File: config.mk
export PLATFORM = sky130hd
export DESIGN_NAME = pc_sequencer
export DESIGN_NICKNAME = d
export VERILOG_FILES = /design/src/rtl/pc_sequencer_pkg.sv /design/src/rtl/pc_redirect_latch.sv /design/src/rtl/pc_sequencer.sv
export SDC_FILE = /design/constraint.sdc
export NUM_CORES = 1
export LEC_CHECK = 0
export BUFFER_PORTS_ARGS = -buffer_cell sky130_fd_sc_hd__buf_4
export CORE_MARGIN = 5
export CORE_UTILIZATION = 30
export DETAILED_ROUTE_END_ITERATION = 6
export MAX_ROUTING_LAYER = met4
export PLACE_DENSITY_LB_ADDON = 0.15
export SYNTH_ARGS = -nofsm -noshare
export SYNTH_HDL_FRONTEND = slang
export SYNTH_SLANG_ARGS = --single-unit
File: constraint.sdc
create_clock -name clk -period 2.54 [get_ports clk]
set_input_delay 0.254 -clock clk [delete_from_list [all_inputs] [get_ports clk]]
set_output_delay 0.254 -clock clk [all_outputs]
set_load 0.1 [all_outputs]
File: src/rtl/pc_sequencer_pkg.sv
// Shared definitions for the PC sequencer: FSM state encoding,
// next-PC source encoding and the default reset vector.
package aardvark_pc_pkg;

  typedef enum logic [1:0] {
    BOOT  = 2'd0,
    FETCH = 2'd1,
    HALT  = 2'd2
  } state_t;

  typedef enum logic [1:0] {
    SEQ    = 2'd0,
    BRANCH = 2'd1,
    JUMP   = 2'd2,
    PEND   = 2'd3
  } src_t;

  localparam logic [7:0] DEFAULT_RESET_VEC = 8'h00;

endpackage

File: src/rtl/pc_redirect_latch.sv
// Single-entry holder for a redirect that arrived while the PC could not move.
// A capture always overwrites the entry; a consume empties it.
// The link fields carry the jump-and-link return address alongside the target.
module pc_redirect_latch #(
  parameter int WIDTH = 8
) (
  input  logic             clk,
  input  logic             rst_n,
  input  logic             capture,
  input  logic             consume,
  input  logic [WIDTH-1:0] cap_target,
  input  logic             cap_link,
  input  logic [WIDTH-1:0] cap_link_addr,
  output logic             valid,
  output logic [WIDTH-1:0] target,
  output logic             link,
  output logic [WIDTH-1:0] link_addr
);

  // Hold, overwrite or drop the pending redirect entry
  always_ff @(posedge clk) begin
    if (!rst_n) begin
      valid     <= 1'b0;
      target    <= '0;
      link      <= 1'b0;
      link_addr <= '0;
    end else if (capture) begin
      valid     <= 1'b1;
      target    <= cap_target;
      link      <= cap_link;
      link_addr <= cap_link_addr;
    end else if (consume) begin
      valid     <= 1'b0;
      link      <= 1'b0;
    end else begin
      valid     <= valid;
    end
  end

endmodule

File: src/rtl/pc_sequencer.sv
// Program-counter register and next-PC selection.
// Sources in priority order: live jump, live branch, pending redirect, pc+1.
// Optional feature macro: PC_LINK_REG_EN (jump-and-link return address in
// link_addr). Without it link_addr is tied to zero and jump_link is ignored.
module pc_sequencer
  import aardvark_pc_pkg::*;
#(
  parameter int               WIDTH     = 8,
  parameter logic [WIDTH-1:0] RESET_VEC = WIDTH'(DEFAULT_RESET_VEC)
) (
  input  logic             clk,
  input  logic             rst_n,
  input  logic [WIDTH-1:0] pc_plus1_in,
  output logic [WIDTH-1:0] pc_out,
  output logic             fetch_req,
  input  logic             fetch_ack,
  input  logic             stall,
  input  logic             branch_taken,
  input  logic [WIDTH-1:0] branch_offset,
  input  logic             jump_en,
  input  logic [WIDTH-1:0] jump_target,
  input  logic             halt,
  input  logic             resume,
  output logic             halted,
  output logic             pc_wrap,
  input  logic             jump_link,
  output logic [WIDTH-1:0] link_addr
);

  state_t           state;
  src_t             sel;
  logic             upd;
  logic [WIDTH-1:0] branch_target;
  logic [WIDTH-1:0] next_pc;
  logic             capture;
  logic [WIDTH-1:0] cap_target;
  logic             cap_link;
  logic [WIDTH-1:0] cap_link_addr;
  logic             pend_valid;
  logic [WIDTH-1:0] pend_target;
  logic             pend_link;
  logic [WIDTH-1:0] pend_link_addr;

  // The PC only moves when memory takes the fetch and nothing holds it
  assign upd = (state == FETCH) && fetch_ack && !stall;

  // Equal-width addition is the sign-extended add modulo 2^WIDTH
  assign branch_target = pc_out + branch_offset;

  // Next-PC source selection and pending-redirect capture
  always_comb begin
    sel     = SEQ;
    next_pc = pc_plus1_in;
    if (jump_en) begin
      sel     = JUMP;
      next_pc = jump_target;
    end else if (branch_taken) begin
      sel     = BRANCH;
      next_pc = branch_target;
    end else if (pend_valid) begin
      sel     = PEND;
      next_pc = pend_target;
    end else begin
      sel     = SEQ;
      next_pc = pc_plus1_in;
    end
    capture    = (state == FETCH) && (jump_en || branch_taken) && !upd;
    cap_target = jump_en ? jump_target : branch_target;
  end

`ifdef PC_LINK_REG_EN
  assign cap_link      = jump_en && jump_link;
  assign cap_link_addr = pc_plus1_in;

  // Return address latched when a linking jump (live or pending) is taken
  always_ff @(posedge clk) begin
    if (!rst_n) begin
      link_addr <= '0;
    end else if (upd && (sel == JUMP) && jump_link) begin
      link_addr <= pc_plus1_in;
    end else if (upd && (sel == PEND) && pend_link) begin
      link_addr <= pend_link_addr;
    end else begin
      link_addr <= link_addr;
    end
  end
`else
  logic unused_link;
  assign cap_link      = 1'b0;
  assign cap_link_addr = '0;
  assign link_addr     = '0;
  assign unused_link   = jump_link ^ pend_link ^ (^pend_link_addr);
`endif

  pc_redirect_latch #(.WIDTH(WIDTH)) u_pend (
    .clk           (clk),
    .rst_n         (rst_n),
    .capture       (capture),
    .consume       (upd),
    .cap_target    (cap_target),
    .cap_link      (cap_link),
    .cap_link_addr (cap_link_addr),
    .valid         (pend_valid),
    .target        (pend_target),
    .link          (pend_link),
    .link_addr     (pend_link_addr)
  );

  // Sequencer FSM with registered PC, fetch request, halt flag and wrap pulse
  always_ff @(posedge clk) begin
    if (!rst_n) begin
      state     <= BOOT;
      pc_out    <= RESET_VEC;
      fetch_req <= 1'b0;
      halted    <= 1'b0;
      pc_wrap   <= 1'b0;
    end else begin
      pc_wrap <= 1'b0;
      case (state)
        BOOT: begin
          state     <= FETCH;
          fetch_req <= 1'b1;
          halted    <= 1'b0;
        end
        FETCH: begin
          if (upd) begin
            pc_out  <= next_pc;
            pc_wrap <= (sel == SEQ) && (pc_out == {WIDTH{1'b1}});
          end
          if (halt) begin
            state     <= HALT;
            fetch_req <= 1'b0;
            halted    <= 1'b1;
          end else begin
            fetch_req <= 1'b1;
            halted    <= 1'b0;
          end
        end
        HALT: begin
          if (resume) begin
            state     <= FETCH;
            fetch_req <= 1'b1;
            halted    <= 1'b0;
          end else begin
            fetch_req <= 1'b0;
            halted    <= 1'b1;
          end
        end
        default: begin
          state     <= BOOT;
          fetch_req <= 1'b0;
          halted    <= 1'b0;
        end
      endcase
    end
  end

endmodule

# Yosys cells after proc, flatten, opt, wreduce, memory -nomap -nowiden
# Index checks and enable logic that the tools add are counted.
# word_totals
ff_bits	22
out_inout_bits	19
wordCells	45
# classes
n_addsub	1
n_eq_ne	5
mux	18
reduce_logical	14
# op_table
operator	n
$mux W8	4
$mux W2	5
$add A8 B8 Y8	1
$eq A8 B8 Y1 const B	1
$mux W1	6
$pmux W2 S3	1
$logic_and A1 B1 Y1	5
$logic_not A2 Y1	2
$ne A2 B2 Y1 const B	2
$reduce_and A2 Y1	2
$pmux W1 S3	1
$reduce_and A3 Y1	1
$eq A2 B1 Y1 const B	1
$eq A2 B2 Y1 const B	1
$logic_not A1 Y1	2
$pmux W1 S2	1
$reduce_bool A2 Y1	1
$logic_or A1 B1 Y1	1

# Logic depth before layout (Yosys ltp)
# Gate-level depths: netlist (run 1).
# logic_depth
ltp_word	6
depth_mapped	9

# Cells and area by module
# From an unflattened synthesis (run 1), not the netlist that was laid out.
# unflattened
hier_cells	211
hier_area_um2	1929.4
# modules_own_cells
module	instances	cells_each	area_each_um2	seq_area_each_um2
pc_sequencer	1	154	1239.9	260.2
pc_redirect_latch	1	57	689.4	360.3

# Worst setup path after synthesis (run 1)
# No wires, ideal clock.
# synth_timing
path_type	reg-to-reg
startpoint	register pc_out[0]
endpoint	register pc_out[4]
setup_time_ns	0.119
t_arrival_ns	2.470
t_required_ns	2.421
setup_slack_ns	-0.049
stages_incl_launch_ff	9
path_cell_list	dfxtp_1 -> ha_1 -> inv_1 -> fa_1 -> nor2b_4 -> o21ai_1 -> a21boi_0 -> nor4_1 -> o221a_2
# synth_between
elab_chain_len	3
# synth_lines
item	line_no	rtl
from (decl)	pc_sequencer.sv:14	output logic [WIDTH-1:0] pc_out,
from (signal assigned)	pc_sequencer.sv:127	pc_out <= next_pc;
$add A8 B8 Y8	pc_sequencer.sv:48	assign branch_target = pc_out + branch_offset;
$mux W8	pc_sequencer.sv:57	end else if (branch_taken) begin
$mux W8	pc_sequencer.sv:54	if (jump_en) begin
# No other way between the ends.
# A chain may end at the register's enable or synchronous reset.

# Final worst setup path (run 1)
# Same ends and word-level chain as after synthesis.

==> impl_metrics.tcl, run 1 <==
set metrics [dict create \
    fin_worst_skew_ns 0.002497 \
    rsz0062_at_grt "no" \
    critPathMaxFanout 4 \
    critPathLaunch "pc_out[0]" \
    worstPathArrival_ns 2.19 \
    cts_resized 0 \
    postLayoutCoreUtil 0.3822 \
    hold_path_startpoint "halt" \
    finalCritPeriodShare 0.7998 \
    r2r_start "pc_out[0]" \
    root_buffer "clkbuf_8" \
    ys_ff_latch 22 \
    fin_area_sq_mm 0.001964 \
    drive_above_1_share 0.2622 \
    io_pins 52 \
    syn_area_per_cell_sq_um 8.421 \
    fillers 559 \
    power_per_cell_area_mw_per_mm2 798.8 \
    path_clk_slew_ns 0.08 \
    hold_class "in -> reg" \
    cp.required_ns 2.70 \
    relSlewSlack 0.5991 \
    grt-ovfl-total 0 \
    async_flop_share 0 \
    grt_max_degree 23 \
    p_leak_nw 0.9143 \
    drt-initial-drc-count 38 \
    routed_via_density 5.010 \
    fin_tns_setup_ns 0 \
    place_ws_ns 0.5345 \
    synthFlopType "dfxtp_1" \
    endpoint_kind "flop" \
    fp-row-count 26 \
    place_inst 291 \
    setup_viol 0 \
    die_y_um 82.84 \
    clock_latency_ns 0.27 \
    cts_buffers 3 \
    finalHoldViolCount 0 \
    yosysWarnings 0 \
    holdPathStages 3 \
    start_util 0.3096 \
    dr.pass1.iters 3 \
    wl_um 4325 \
    drv_slew 0 \
    cts_buffer_depth 2 \
    vias 1478 \
    setup_ws_ns 0.5086 \
    die_w_um 82.84 \
    grt_first_pass_wirelength_um 7100 \
    period_needed_ns 2.031 \
    globalplace.congestion 0.7634 \
    start_kind "flop" \
    hold_buffers 0 \
    crit_type "reg -> reg" \
    area_growth_pct 23.43 \
    nets 272 \
    irDropWorstVdd_v 0.0002351 \
    tritoncts "built" \
    synth_cell_types 44 \
    stdcell_count 295 \
    worst_pin_slew_ns 0.6005 \
    dieArea_sq_mm 0.006862 \
    diodes 0 \
    wl_per_cell_um 14.66 \
    antenna_found_initial 0 \
    grt_pass1_vias 1428 \
    ant_nets 0 \
    synth_edf_count 0 \
    placed_area_sq_mm 0.001909 \
    h-tree-depth 1 \
    core_area_sq_mm 0.005140 \
    synth_cells 189 \
    netlist_area_sq_mm 0.001592 \
    outcome "finished clean" \
    reg2reg_depth 8 \
    grtUsageTotal 0.1300 \
    port_buffers 42 \
    total_power_mw 1.569 \
    ys_seq_area_frac 0.2767 \
    holdWs_ns 0.2254 \
    dp_hpwl_um 3284 \
    drv_cap 0 \
    post_cts_buffers 0 \
    clock_sinks 22 \
    drc 0 \
    timing.fmax_mhz 492.3 \
]
critical path, stage by stage, from the launching register on:
cell,delay [ns]
dfxtp_2,0.38
ha_1,0.24
inv_1,0.07
fa_1,0.41
nor2b_4,0.15
o21ai_1,0.08
a21boi_0,0.27
nor4_1,0.08
o221a_2,0.24
sequential cells by signal (all words and copies together), names as in the netlist:
| name | cells |
|---|---|
| halted | 1 |
| pc_wrap | 1 |
| u_pend.target | 8 |
| u_pend.valid | 1 |
| state | 2 |
| pc_out | 8 |
| fetch_req | 1 |
cell families after synthesis:
logic type	after synthesis	share of synthesized area
DFF	22	0.2767
and+or+nand+nor	53	0.1745
xor gates and xnor gates	1	0.005504
AOI/OAI and AO/OA	61	0.2634
adders and majority gates	13	0.1069
other	1	0.002356
buffers and inverters	26	0.09434
muxes	12	0.07626
metal layers:
metal  up-vias  global-route usage  share of wire
li1        751                   -              -
met1       693              0.1679           0.49
met2        30              0.1997           0.46
met3         4             0.03861          0.041
met4         0             0.03120          0.010
met5         -                   -              0
placed cells by master, fill, tap and decap left out, types with 2 or more instances in the layout:
master    Yosys  final
inv_1         6      6
nor2_1       12     12
a21oi_1      12     12
inv_2         2      2
o221ai_1      2      2
o211a_1       7      7
nand2_1      15     15
a31oi_1       5      5
mux2i_1      11     11
nor3_1        4      4
nor4_1        2      2
nor3b_1       5      5
conb_1        1      8
o211ai_1      5      5
buf_4         8     43
a21o_1        2      2
o21ai_1       3      3
a211oi_1      2      2
nand3_1       2      2
o21ai_0      14     14
ha_1         12     12
o31a_1        2      2
dfxtp_1      22     21
nand4_1       2      2
clkbuf_8      0      4
a211oi_2      2      2
nor2b_1       4      4
synth_stat cells (2+ instances only):
master    instances  area [sq um]
a211oi_1          2         15.01
a211oi_2          2         25.02
a21o_1            2         15.01
a21oi_1          12         60.06
a31oi_1           5         31.28
buf_2             6         30.03
buf_4             8         60.06
buf_6             2         22.52
clkbuf_1          2         7.510
dfxtp_1          22         440.4
ha_1             12         150.1
inv_1             6         22.52
inv_2             2         7.510
mux2i_1          11         110.1
nand2_1          15         56.30
nand3_1           2         10.01
nand4_1           2         12.51
nor2_1           12         45.04
nor2b_1           4         25.02
nor3_1            4         20.02
nor3b_1           5         37.54
nor4_1            2         12.51
o211a_1           7         70.07
o211ai_1          5         37.54
o21ai_0          14         70.07
o21ai_1           3         15.01
o221ai_1          2         17.52
o31a_1            2         17.52
path summary, 6_finish.rpt:
check	endpoint	slack (ns)
setup / recovery	pc_out[4]	0.51
hold / removal	halted	0.23
setup reg to reg	pc_out[4]	0.51
hold reg to reg	u_pend.target[0]	0.51
final cells by class:
class / instances / area, sq um / area share
flip-flops and latches: 22 / 441.7 / 0.2248
multi-input cells: 148 / 1027 / 0.5229
clock buffers: 4 / 55.05 / 0.02803
well taps: 70 / 87.58 / 0.04459
repair buffers: 43 / 322.8 / 0.1643
inverters: 8 / 30.03 / 0.01529
power breakdown:
group	internal (mW)	switching, mW	total (mW)
Clock	0.138	0.119	0.258
Sequential	0.436	0.0866	0.523
Combinational	0.272	0.517	0.789
(Power assumes the default switching activity.)
==> run 2: changes to the inputs <==
- clock period: 2.54 -> 1.9 ns (I/O delays scaled with it)
==> run 2 against run 1 <==
Against the previous run: total power is 39% higher; design area is 8.2% higher; first-iteration DRC count is 71% higher; die area stayed put; clock skew is 0.00076 ns lower; non-clock buffer count is 10 higher; register-to-register slack worse by 0.45 ns; wire length is 0.16% higher; critical path depth stayed put; cell count is 3.4% higher; largest power group unchanged.
==> impl_metrics.tcl, run 2 (same netlist as run 1, synthesis figures left out) <==
set metrics [dict create \
    fin_worst_skew_ns 0.001733 \
    wl_per_cell_um 14.20 \
    dr.pass1.iters 4 \
    drc 0 \
    drt-initial-drc-count 65 \
    place_inst 299 \
    globalplace.congestion 0.7908 \
    ant_nets 0 \
    drive_above_1_share 0.3574 \
    start_kind "flop" \
    irDropWorstVdd_v 0.0004030 \
    grt-ovfl-total 0 \
    antenna_found_initial 0 \
    top_regs "pc_out (8), u_pend.target (8), state (2)" \
    worst_pin_slew_ns 0.5683 \
    clock_sinks 22 \
    dieArea_sq_mm 0.006862 \
    finalHoldViolCount 0 \
    power_switching_mw 1.000 \
    path_clk_slew_ns 0.08 \
    setup_viol 0 \
    postLayoutCoreUtil 0.4133 \
    final_common_cell "buf_4" \
    cts_buffers 3 \
    fin_tns_setup_ns 0 \
    nets 282 \
    die_w_um 82.84 \
    timing.fmax_mhz 541.9 \
    crit_type "reg -> reg" \
    endpoint_kind "flop" \
    die_y_um 82.84 \
    h-tree-depth 1 \
    hold_class "in -> reg" \
    root_buffer "clkbuf_8" \
    wl_um 4332 \
    drv_cap 0 \
    finalCritPeriodShare 0.9712 \
    rsz0062_at_grt "yes" \
    critPathMaxFanout 4 \
    p_leak_nw 0.9705 \
    port_buffers 42 \
    fp-row-count 26 \
    critical_path.slowest_cell "dfxtp_4" \
    crit_path_cell_trace "ha_4 > inv_2 > fa_2 > nor2b_4 > o21ai_2 > nor3b_4 > nor4_2 > o221a_2" \
    place_ws_ns 0.02281 \
    relSlewSlack 0.6206 \
    start_util 0.3096 \
    hold_buffers 0 \
    pwr-share-clk 0.139 \
    stdcell_count 305 \
    diodes 0 \
    dp_hpwl_um 3423 \
    mostFrequentLayoutCells "buf_4, nand2_1, dfxtp_1, o21ai_0" \
    grt_max_degree 23 \
    routed_via_density 4.954 \
    core_area_sq_mm 0.005140 \
    io_pins 52 \
    cpPeakStageDelay_ns 0.38 \
    vias 1511 \
    outcome "finished clean" \
    worstPathArrival_ns 2.05 \
    clock_latency_ns 0.26 \
    cts_buffer_depth 2 \
    cp.required_ns 2.11 \
    setup_ws_ns 0.05464 \
    grt_pass1_vias 1441 \
    power_per_cell_area_mw_per_mm2 1025 \
    drv_slew 0 \
    fillers 557 \
    period_needed_ns 1.845 \
    power_frac_comb 0.536 \
    area_growth_pct 33.49 \
    grtUsageTotal 0.1276 \
    swShare 0.4593 \
    grt_first_pass_wirelength_um 7134 \
    tritoncts "built" \
    pwr-share-seq 0.325 \
    internal-power_mw 1.177 \
]
run 2: repair_timing:
item                       4_1_cts  5_1_grt
setup buffers                    0        2
gates resized for setup          1        7
pin swaps                        0        7
setup endpoints to repair        1        7
run 2: final cells by class:
type / instances / area [sq um] / share of cell area
clock buffers: 3 / 41.29 / 0.01943
inverters: 8 / 30.03 / 0.01413
flip-flops and latches: 22 / 464.2 / 0.2185
well taps: 70 / 87.58 / 0.04122
clock inverters: 1 / 3.754 / 0.001767
multi-input cells: 148 / 1100 / 0.5177
repair buffers: 53 / 397.9 / 0.1873
run 2: through the flow:
stage	hold slack [ns]	power, mW	area [sq um]
after floorplan	0.3307	1.591	1677
after global placement	0.4403	1.859	2027
after global routing	0.1950	2.324	2125
final	0.1775	2.177	2125
after CTS	0.1728	2.173	2079
after detailed placement	0.4474	1.858	2027
run 2: final timing paths:
| check | start | to | slack (ns) | cells past startpoint |
|---|---|---|---|---|
| worst max register to register | pc_out[0] | pc_out[4] | 0.05 | 8 |
| worst min register to register | u_pend.target[1] | u_pend.target[1] | 0.50 | 1 |
| worst max-delay path | pc_out[0] | pc_out[4] | 0.05 | 8 |
| worst min-delay path | halt | halted | 0.18 | 3 |
run 2: critical path: cells and delay by family, from the launching register on:
| kind | cells | cell delay [ns] |
|---|---|---|
| and+or+nand+nor | 3 | 0.58 |
| AOI/OAI and AO/OA | 2 | 0.28 |
| buffers and inverters | 1 | 0.03 |
| adders and majority gates | 2 | 0.51 |
| DFF | 1 | 0.38 |
run 2: power by group through the flow:
stage / combinational, mW / clock, mW / sequential (mW)
2_1_floorplan: 0.657 / 0 / 0.934
3_3_place_gp: 1.14 / 0 / 0.718
3_5_place_dp: 1.14 / 0 / 0.718
4_1_cts: 1.15 / 0.313 / 0.708
5_1_grt: 1.27 / 0.332 / 0.727
6_report: 1.17 / 0.303 / 0.707
run 2: per-layer routing:
metal / part of all wire / vias to the layer above / global-route usage
li1: - / 773 / -
met1: 0.48 / 696 / 0.1690
met2: 0.48 / 40 / 0.2055
met3: 0.042 / 2 / 0.02673
met4: 0.0053 / 0 / 0.01783
met5: 0 / - / -
==> run 3: changes to the inputs <==
- PLACE_DENSITY: default -> 0.55
- PLACE_DENSITY_LB_ADDON: 0.15 -> default
==> run 3 against run 2 <==
Against the previous run: clock power about the same; fmax decreased by 1.5%; core utilization shrank 0.097 points; flip-flop and latch count did not move.
==> impl_metrics.tcl, run 3 (same netlist as run 1, synthesis figures left out) <==
set metrics [dict create \
    outcome "finished clean" \
    hold_buffers 0 \
    die_w_um 82.84 \
    rsz0062_at_grt "yes" \
    power_per_cell_area_mw_per_mm2 1020 \
    total_power_mw 2.162 \
    drv_slew 0 \
    nets 279 \
    setup_viol 0 \
    crit_type "reg -> reg" \
    p_leak_nw 0.9621 \
    worst-path-buf-inv 0 \
    drive_above_1_share 0.3621 \
    dr.pass1.iters 4 \
    final_common_cell "buf_4" \
    dieArea_sq_mm 0.006862 \
    h-tree-depth 1 \
    period_needed_ns 1.873 \
    worst_pin_slew_ns 0.5596 \
    area_growth_pct 33.18 \
    fp-row-count 26 \
    critPathMaxFanout 4 \
    relSlewSlack 0.6264 \
    port_buffers 42 \
    clock_latency_ns 0.26 \
    grt_first_pass_wirelength_um 7189 \
    start_kind "flop" \
    hold_class "in -> reg" \
    path_clk_slew_ns 0.08 \
    io_pins 52 \
    finalHoldViolCount 0 \
    worstPathArrival_ns 2.04 \
    dp_hpwl_um 3418 \
    grtUsageTotal 0.1302 \
    drt-initial-drc-count 78 \
    vias 1528 \
    globalplace.congestion 0.8374 \
    drv_cap 0 \
    fin_worst_skew_ns 0.003252 \
    cp.required_ns 2.06 \
    start_util 0.3096 \
    cts_buffer_depth 2 \
    clock_sinks 22 \
    routed-wl-met3_um 207 \
    endpoint_kind "flop" \
    die_y_um 82.84 \
    timing.fmax_mhz 534.0 \
    finalCritPeriodShare 0.9855 \
    cpPeakStageDelay_ns 0.36 \
    critical_path.slowest_cell "dfxtp_4" \
    core_area_sq_mm 0.005140 \
    grt_max_degree 23 \
    grt_pass1_vias 1492 \
    wl_um 4456 \
    drc 0 \
    tritoncts "built" \
    grt-ovfl-total 0 \
    diodes 0 \
    wl_per_cell_um 14.75 \
    path_delay_family "compound AO/OA/AOI/OAI gates" \
    fin_tns_setup_ns 0 \
    crit_path_cell_trace "ha_1 > a211oi_4 > o21ai_0 > a211oi_2 > o221ai_1 > o211a_1" \
    root_buffer "clkbuf_8" \
    met2_wirelength_um 2104 \
    irDropWorstVdd_v 0.0007808 \
    routed_via_density 5.060 \
    wl_met1_um 2121 \
    ant_nets 0 \
    top_regs "pc_out (8), u_pend.target (8), state (2)" \
    cts_buffers 3 \
    antenna_found_initial 0 \
    routed.top_layer "met4" \
    mostFrequentLayoutCells "buf_4, nand2_1, dfxtp_1, o21ai_0" \
]
-- run 3: changes by cell type in the layout (fill, tap and decap cells not counted), sizes merged --
cell / previous run / this run
buf: 53 / 50
-- run 3: where the power goes --
group / internal, mW / total (mW) / switching, mW / leakage, nW
Sequential: 0.588 / 0.702 / 0.114 / 0.185
Clock: 0.144 / 0.303 / 0.159 / 0.0231
Combinational: 0.425 / 1.16 / 0.732 / 0.754
Total: 1.16 / 2.16 / 1.00 / 0.962
-- run 3: final timing paths --
path / start / end / slack [ns] / cells past startpoint
max: pc_out[1] / pc_out[5] / 0.03 / 6
min: halt / halted / 0.16 / 3
max reg2reg: pc_out[1] / pc_out[5] / 0.03 / 6
min reg2reg: u_pend.target[1] / u_pend.target[1] / 0.50 / 1
-- run 3: per-layer routing --
layer	vias to the layer above	GRT usage
met3	2	0.03366
met4	0	0.02229
met2	40	0.2085
met1	725	0.1680
met5	-	-
li1	761	-
-- run 3: timing repair --
action,CTS,global route
endpoints found under the setup margin,0,9
gates resized for setup,0,11
endpoints found under the hold margin,0,0
buffers inserted,0,3
-- run 3: stage by stage --
step / instances / utilization / setup slack (ns) / hold WS (ns) / cell area, sq um
3_5_place_dp: 295 / 0.3909 / 0.04656 / 0.4337 / 2009
4_1_cts: 299 / 0.3997 / 0.04004 / 0.1574 / 2054
3_3_place_gp: 295 / 0.3909 / 0.06943 / 0.4372 / 2009
2_1_floorplan: 196 / - / -0.03632 / 0.3307 / 1677
5_1_grt: 302 / 0.4124 / -0.08367 / 0.2003 / 2120
6_report: 302 / 0.4124 / 0.02746 / 0.1591 / 2120
-- run 3: worst register-to-register path, cell delays in order, from the launching register on --
cell	delay, ns
dfxtp_4	0.36
ha_1	0.34
a211oi_4	0.33
o21ai_0	0.17
a211oi_2	0.27
o221ai_1	0.16
o211a_1	0.14
-- run 3: layout make-up --
class / instances / area [sq um]
clock buffer: 3 / 41.29
clock inverter: 1 / 3.754
fill: 559 / 3020
inverter: 8 / 30.03
multi-input combinational: 148 / 1105
sequential: 22 / 464.2
tap: 70 / 87.58
timing repair buffer: 50 / 387.9
